`config.mk`:
```
export PLATFORM = sky130hd
export DESIGN_NAME = regfile_sb
export DESIGN_NICKNAME = d
export VERILOG_FILES = /design/src/rtl/regfile_sb.sv
export SDC_FILE = /design/constraint.sdc
export NUM_CORES = 2
export LEC_CHECK = 0
export CELL_PAD_IN_SITES_DETAIL_PLACEMENT = 2
export CELL_PAD_IN_SITES_GLOBAL_PLACEMENT = 2
export CORE_UTILIZATION = 48
export CTS_BUF_LIST = sky130_fd_sc_hd__clkbuf_4
export DETAILED_ROUTE_END_ITERATION = 12
export HOLD_SLACK_MARGIN = 0.15
export MAX_ROUTING_LAYER = met4
export PLACE_DENSITY_LB_ADDON = 0.2
export SLEW_MARGIN = 20
export SYNTH_ARGS = -nofsm -noshare
export SYNTH_HDL_FRONTEND = slang
export SYNTH_SLANG_ARGS = --single-unit
```
`constraint.sdc`:
```
create_clock -name clk -period 53.8 [get_ports clk]
set_clock_uncertainty 0.2 [all_clocks]
set_input_delay 10.76 -clock clk [delete_from_list [all_inputs] [get_ports clk]]
set_output_delay 10.76 -clock clk [all_outputs]
set_load 0.05 [all_outputs]
```
`src/rtl/regfile_sb.sv`:
```
// Register file with per-register busy scoreboard, optional write bypass and
// a pending-producer counter. Decode reserves/reads, writeback writes.
module regfile_sb #(
    parameter int DW       = 32,
    parameter int AW       = 5,
    parameter int ZERO_REG = 1,
    parameter int BYPASS   = 1
) (
    input  logic          clk,
    input  logic          rst,
    input  logic [AW-1:0] ra1,
    input  logic [AW-1:0] ra2,
    output logic [DW-1:0] rd1,
    output logic [DW-1:0] rd2,
    output logic          busy1,
    output logic          busy2,
    input  logic          we,
    input  logic [AW-1:0] wa,
    input  logic [DW-1:0] wd,
    input  logic          rsv_en,
    input  logic [AW-1:0] rsv_a,
    input  logic          flush,
    output logic [AW:0]   pend_cnt,
    input  logic [AW-1:0] dbg_sel,
    output logic [DW-1:0] dbg_data,
    output logic          dbg_busy
);

    localparam int DEPTH = 2 ** AW;

    logic [DW-1:0]    rf_r [DEPTH];
    logic [DEPTH-1:0] busy_r;
    logic [DEPTH-1:0] busy_nxt_s;
    logic [AW:0]      pend_r;
    logic [AW:0]      pend_nxt_s;
    logic             wr_ok_s;
    logic             rsv_ok_s;
    logic             inc_s;
    logic             dec_s;

    function automatic logic is_prot(input logic [AW-1:0] a);
        return (ZERO_REG != 0) && (a == {AW{1'b0}});
    endfunction

    assign wr_ok_s  = we && !is_prot(wa);
    assign rsv_ok_s = rsv_en && !is_prot(rsv_a);

    // Next-state busy vector: flush or write-clear first, then reservation on top
    always_comb begin
        busy_nxt_s = busy_r;
        if (flush) begin
            busy_nxt_s = {DEPTH{1'b0}};
        end else if (wr_ok_s) begin
            busy_nxt_s[wa] = 1'b0;
        end else begin
            busy_nxt_s = busy_r;
        end
        if (rsv_ok_s) begin
            busy_nxt_s[rsv_a] = 1'b1;
        end else begin
            busy_nxt_s = busy_nxt_s;
        end
    end

    // Incremental pend counter; a write to the address being reserved never decrements
    always_comb begin
        inc_s      = rsv_ok_s && !busy_r[rsv_a];
        dec_s      = wr_ok_s && busy_r[wa] && !(rsv_ok_s && (rsv_a == wa));
        pend_nxt_s = pend_r;
        if (flush) begin
            pend_nxt_s = {{AW{1'b0}}, rsv_ok_s};
        end else begin
            pend_nxt_s = pend_r + {{AW{1'b0}}, inc_s} - {{AW{1'b0}}, dec_s};
        end
    end

    // State registers: data array, busy bits and pend counter
    always_ff @(posedge clk or posedge rst) begin
        if (rst) begin
            for (int i = 0; i < DEPTH; i++) begin
                rf_r[i] <= {DW{1'b0}};
            end
            busy_r <= {DEPTH{1'b0}};
            pend_r <= {(AW + 1){1'b0}};
        end else begin
            if (wr_ok_s) begin
                rf_r[wa] <= wd;
            end
            busy_r <= busy_nxt_s;
            pend_r <= pend_nxt_s;
        end
    end

    // Read port 1: protected zero, then bypass, then stored value
    always_comb begin
        rd1   = rf_r[ra1];
        busy1 = busy_r[ra1];
        if (is_prot(ra1)) begin
            rd1   = {DW{1'b0}};
            busy1 = 1'b0;
        end else if ((BYPASS != 0) && we && (wa == ra1)) begin
            rd1   = rst ? rf_r[ra1] : wd;
            busy1 = 1'b0;
        end else begin
            rd1   = rf_r[ra1];
            busy1 = busy_r[ra1];
        end
    end

    // Read port 2: same structure as port 1
    always_comb begin
        rd2   = rf_r[ra2];
        busy2 = busy_r[ra2];
        if (is_prot(ra2)) begin
            rd2   = {DW{1'b0}};
            busy2 = 1'b0;
        end else if ((BYPASS != 0) && we && (wa == ra2)) begin
            rd2   = rst ? rf_r[ra2] : wd;
            busy2 = 1'b0;
        end else begin
            rd2   = rf_r[ra2];
            busy2 = busy_r[ra2];
        end
    end

    // Debug port never bypasses so the display shows committed state only
    always_comb begin
        dbg_busy = busy_r[dbg_sel];
        if (is_prot(dbg_sel)) begin
            dbg_data = {DW{1'b0}};
        end else begin
            dbg_data = rf_r[dbg_sel];
        end
    end

    assign pend_cnt = pend_r;

`ifndef SYNTHESIS
    // Trace each committed write
    always @(posedge clk) begin
        if (!rst && wr_ok_s) begin
            $display("regfile_sb: r%0d <= %h", wa, wd);
        end
    end
`endif

endmodule

```
==> summary.txt <==
Synthesis
  – Synth top area share: 40.0%
  – Mapped Area: 66400 sq um
  – Mapped Avg Cell Area: 14.8 sq um
  – Register bit count reported by yosys: 1062
  – Largest area contributor in the netlist: dfrtp_1
  – EDFF count, synth: 0
  – Yosys synthesis warning count: 0
  – Most used DFF post-synth: dfrtp_1
  – Post-synth cell types: just over 60
  – Sequential-to-total area share from yosys stat: 40.0%
  – Synth Net Count: 4557
  – Synthesized instance count: 4488
  – Async SR Flop Fraction: 100%
  – Area contributors post-synth: dfrtp_1 40%, mux4_2 27%, mux2_2 17%, mux2i_1 4.3%, buf_2 1.5%

Clock tree
  – # clock sinks: 1062
  – Total number of H-tree levels: 5
  – TritonCTS buffer count: 323
  – Clock Path Buffers: 4
  – Resized cells post-CTS: 0
  – Setup Buffers After CTS: 0
  – Clock tree from TritonCTS: yes
  – Post-CTS Hold Buffers: 0
  – Clock Latency Late Sink: 1.31 ns
  – Clock-pin slew on the worst setup and hold paths: 0.06 ns
  – CTS root buf: clkbuf_4

Critical path
  – Worst r2r dst: pend_cnt[4]
  – Slowest-stage cell, CP: clkdlybuf4s50_1
  – Worst stage delay on the critical path: 0.95 ns
  – WP data arrival: 16.18 ns
  – Crit-path most repeated cell: buf_4
  – Reg2Reg Launch Point: busy_r[15]
  – Critical Path RT: 42.84 ns
  – Critical path, cell by cell: buf_8, buf_4, buf_4, buf_4, mux4_2, mux4_2, nor2_1, o31ai_1, clkdlybuf4s50_1
  – Reg2Reg Setup Slack: 50.22 ns
  – Setup crit start kind: primary input
  – R2R depth: 13
  – Critical Path Sink Type: primary output
  – Crit Path Category: in2out
  – Crit Path Max Fanout: 58

STA
  – Setup violators final: 0
  – Worst slew pin tran: 1.24 ns
  – Min Tclk post-route: 27.14 ns
  – Setup TNS: 0 ns
  – Fmax: 0.0369 GHz
  – Unrepaired setup endpoints after global routing: false
  – Fin. Hold Viols: 0
  – Slew Limit Headroom: approximately 17%
  – Fin. max-slew vios: 0
  – Final Cycle Share: 50.4%

Place
  – Dpl hpwl: 141 mm
  – Final GP Congestion: 0.818
  – Area after DPL: 69000 sq um
  – Port Buffer Count: 166

Cells and area
  – Fill count: 12.3k
  – Layout Nets: about 4.6k
  – Syn-to-layout area delta: 9.67%
  – Most frequent cells in the layout: 1062 x dfrtp_1, 1030 x mux2_2, 783 x mux4_2
  – Post-route cell area: 72800 sq um
  – Most common cell after layout, fill and taps aside: dfrtp_1
  – Layout cells sized above 1: 52.2%

Routing
  – Drt drc: 0
  – DRT Wirelength: 263 mm
  – Iter 0 DRT Violations: approximately 5.2k
  – Drt first pass iters: 6
  – Final antenna-violating net count: 0
  – Drt wl/cell: ~40 um
  – Routed vias/inst: around 7.3
  – DR vias: 48.0k

Floorplan
  – Floorplan row count: around 140
  – # IOs: 167
  – Core Region: 137000 sq um
  – Initial Util: 48.3%
  – Die area: 140000 sq um
  – Die Height: ~370 um
  – Die W: 374 um

GRT
  – Largest net degree at the start of global routing: about 110
  – Antenna violations before repair: 12
  – First-pass GRT wire length: 381 mm
  – GR Overflow Total: 0
  – Vias in the first global route: 52.3k
  – Global-route usage over all layers: 38.9%

Outcome
  – Outcome: finished, final reports clean

Worst hold path
  – Hold Path Stages: 0
  – Worst hold endpoint: rf_r[999]
  – Hold/Removal Path Class: reg2reg
  – Hold Crit Start: rf_r[999]

Power
  – Max VDD drop: 0.0227 mV
  – Pleak: 30.8 nW
  – PD cells: approximately 36 nW/um^2

Run
  – Number of max-cap violations: 0
[report_power, final]
| group | internal [mW] | switching, mW | total (mW) |
|---|---|---|---|
| Clock | 0.399 | 0.388 | 0.787 |
| Combinational | 0.391 | 0.337 | 0.728 |
| Sequential | 0.946 | 0.162 | 1.11 |
[state kept, by name, summed over array words and instances (netlist names)]
signal / count
rf_r: 1024
busy_r: 32
pend_cnt: 6
[cell usage after synthesis (3+ instances only)]
| cell | n |
|---|---|
| inv_1 | 24 |
| o22ai_1 | 33 |
| nand2_1 | 67 |
| nand3_1 | 21 |
| o211ai_1 | 5 |
| nand2b_1 | 6 |
| a221o_1 | 16 |
| xnor2_1 | 11 |
| a32o_1 | 11 |
| o32ai_1 | 14 |
| clkbuf_1 | 240 |
| nor3_1 | 29 |
| buf_1 | 49 |
| a211oi_1 | 16 |
| nor2b_1 | 11 |
| a22oi_1 | 38 |
| buf_4 | 42 |
| buf_6 | 13 |
| o21ai_1 | 16 |
| o31ai_1 | 32 |
| dfrtp_1 | 1062 |
| xor2_1 | 9 |
| a211o_1 | 19 |
| mux2_2 | 1030 |
| ha_1 | 6 |
| a21oi_1 | 42 |
| nor2_1 | 102 |
| mux2i_1 | 285 |
| a221oi_1 | 106 |
| mux4_2 | 783 |
| nand3b_1 | 25 |
| mux2_1 | 29 |
| buf_2 | 195 |
| mux4_1 | 3 |
| o21ai_0 | 67 |
[worst max-delay path, delay by kind of cell]
family,cells,cell delay [ns]
AOI/OAI and AO/OA,1,0.70
buffers and inverters,5,3.91
muxes,2,0.62
and+or+nand+nor,1,0.04
[per-stage QoR]
stage	total power [mW]	std cells	worst slack [ns]	util, %	hold WS [ns]
finish	2.62	6579	26.66	53.0	0.218
global route	2.72	6577	26.36	53.0	0.228
CTS	2.63	6563	26.65	53.0	0.218
detailed placement	1.83	6029	26.67	50.3	0.204
global placement	1.78	6028	26.76	50.3	0.192
floorplan	1.60	4488	6.18	-	0.258
[layout make-up]
type	count	area, sq um	area share (%)
tap	1794	2240	3.08
clock buffer	459	3450	4.73
inverter	24	100	0.137
sequential	1062	26600	36.5
timing repair buffer	287	2560	3.51
antenna	16	40.0	0.0550
clock inverter	75	342	0.469
multi-input combinational	2862	37500	51.5
[cells by family (layout without fill, tap and decap cells)]
family	count (synthesis)	after routing	synth area share (%)
AO/OA/AOI/OAI	423	423	4.62
XOR/XNOR	20	20	0.264
adder cells (fa/ha/maj)	7	7	0.143
buffers and inverters	564	845	3.96
flip-flops	1062	1062	40.0
multiplexers	2130	2130	48.9
other	0	16	0
AND/OR/NAND/NOR	282	282	2.03
[metal layers]
metal	vias to the layer above	track usage (%)	wire length (um)
met1	26300	48.2	100000
met2	2638	59.2	126000
li1	18300	-	-
met4	0	23.5	15000
met5	-	-	0
met3	809	7.89	21700
[worst max-delay path by stage]
stage / startpoint / end / slack (ns) / cells past startpoint
global placement: ra1[0] / rd1[30] / 26.76 / 9
CTS: ra1[0] / rd1[30] / 26.65 / 9
detailed placement: ra1[0] / rd1[30] / 26.67 / 9
global route: ra1[0] / rd1[30] / 26.36 / 9
floorplan: rst / rd2[6] / 6.18 / 4
finish: ra1[0] / rd1[30] / 26.66 / 9
Note: power is estimated with default switching activity, not from simulation.
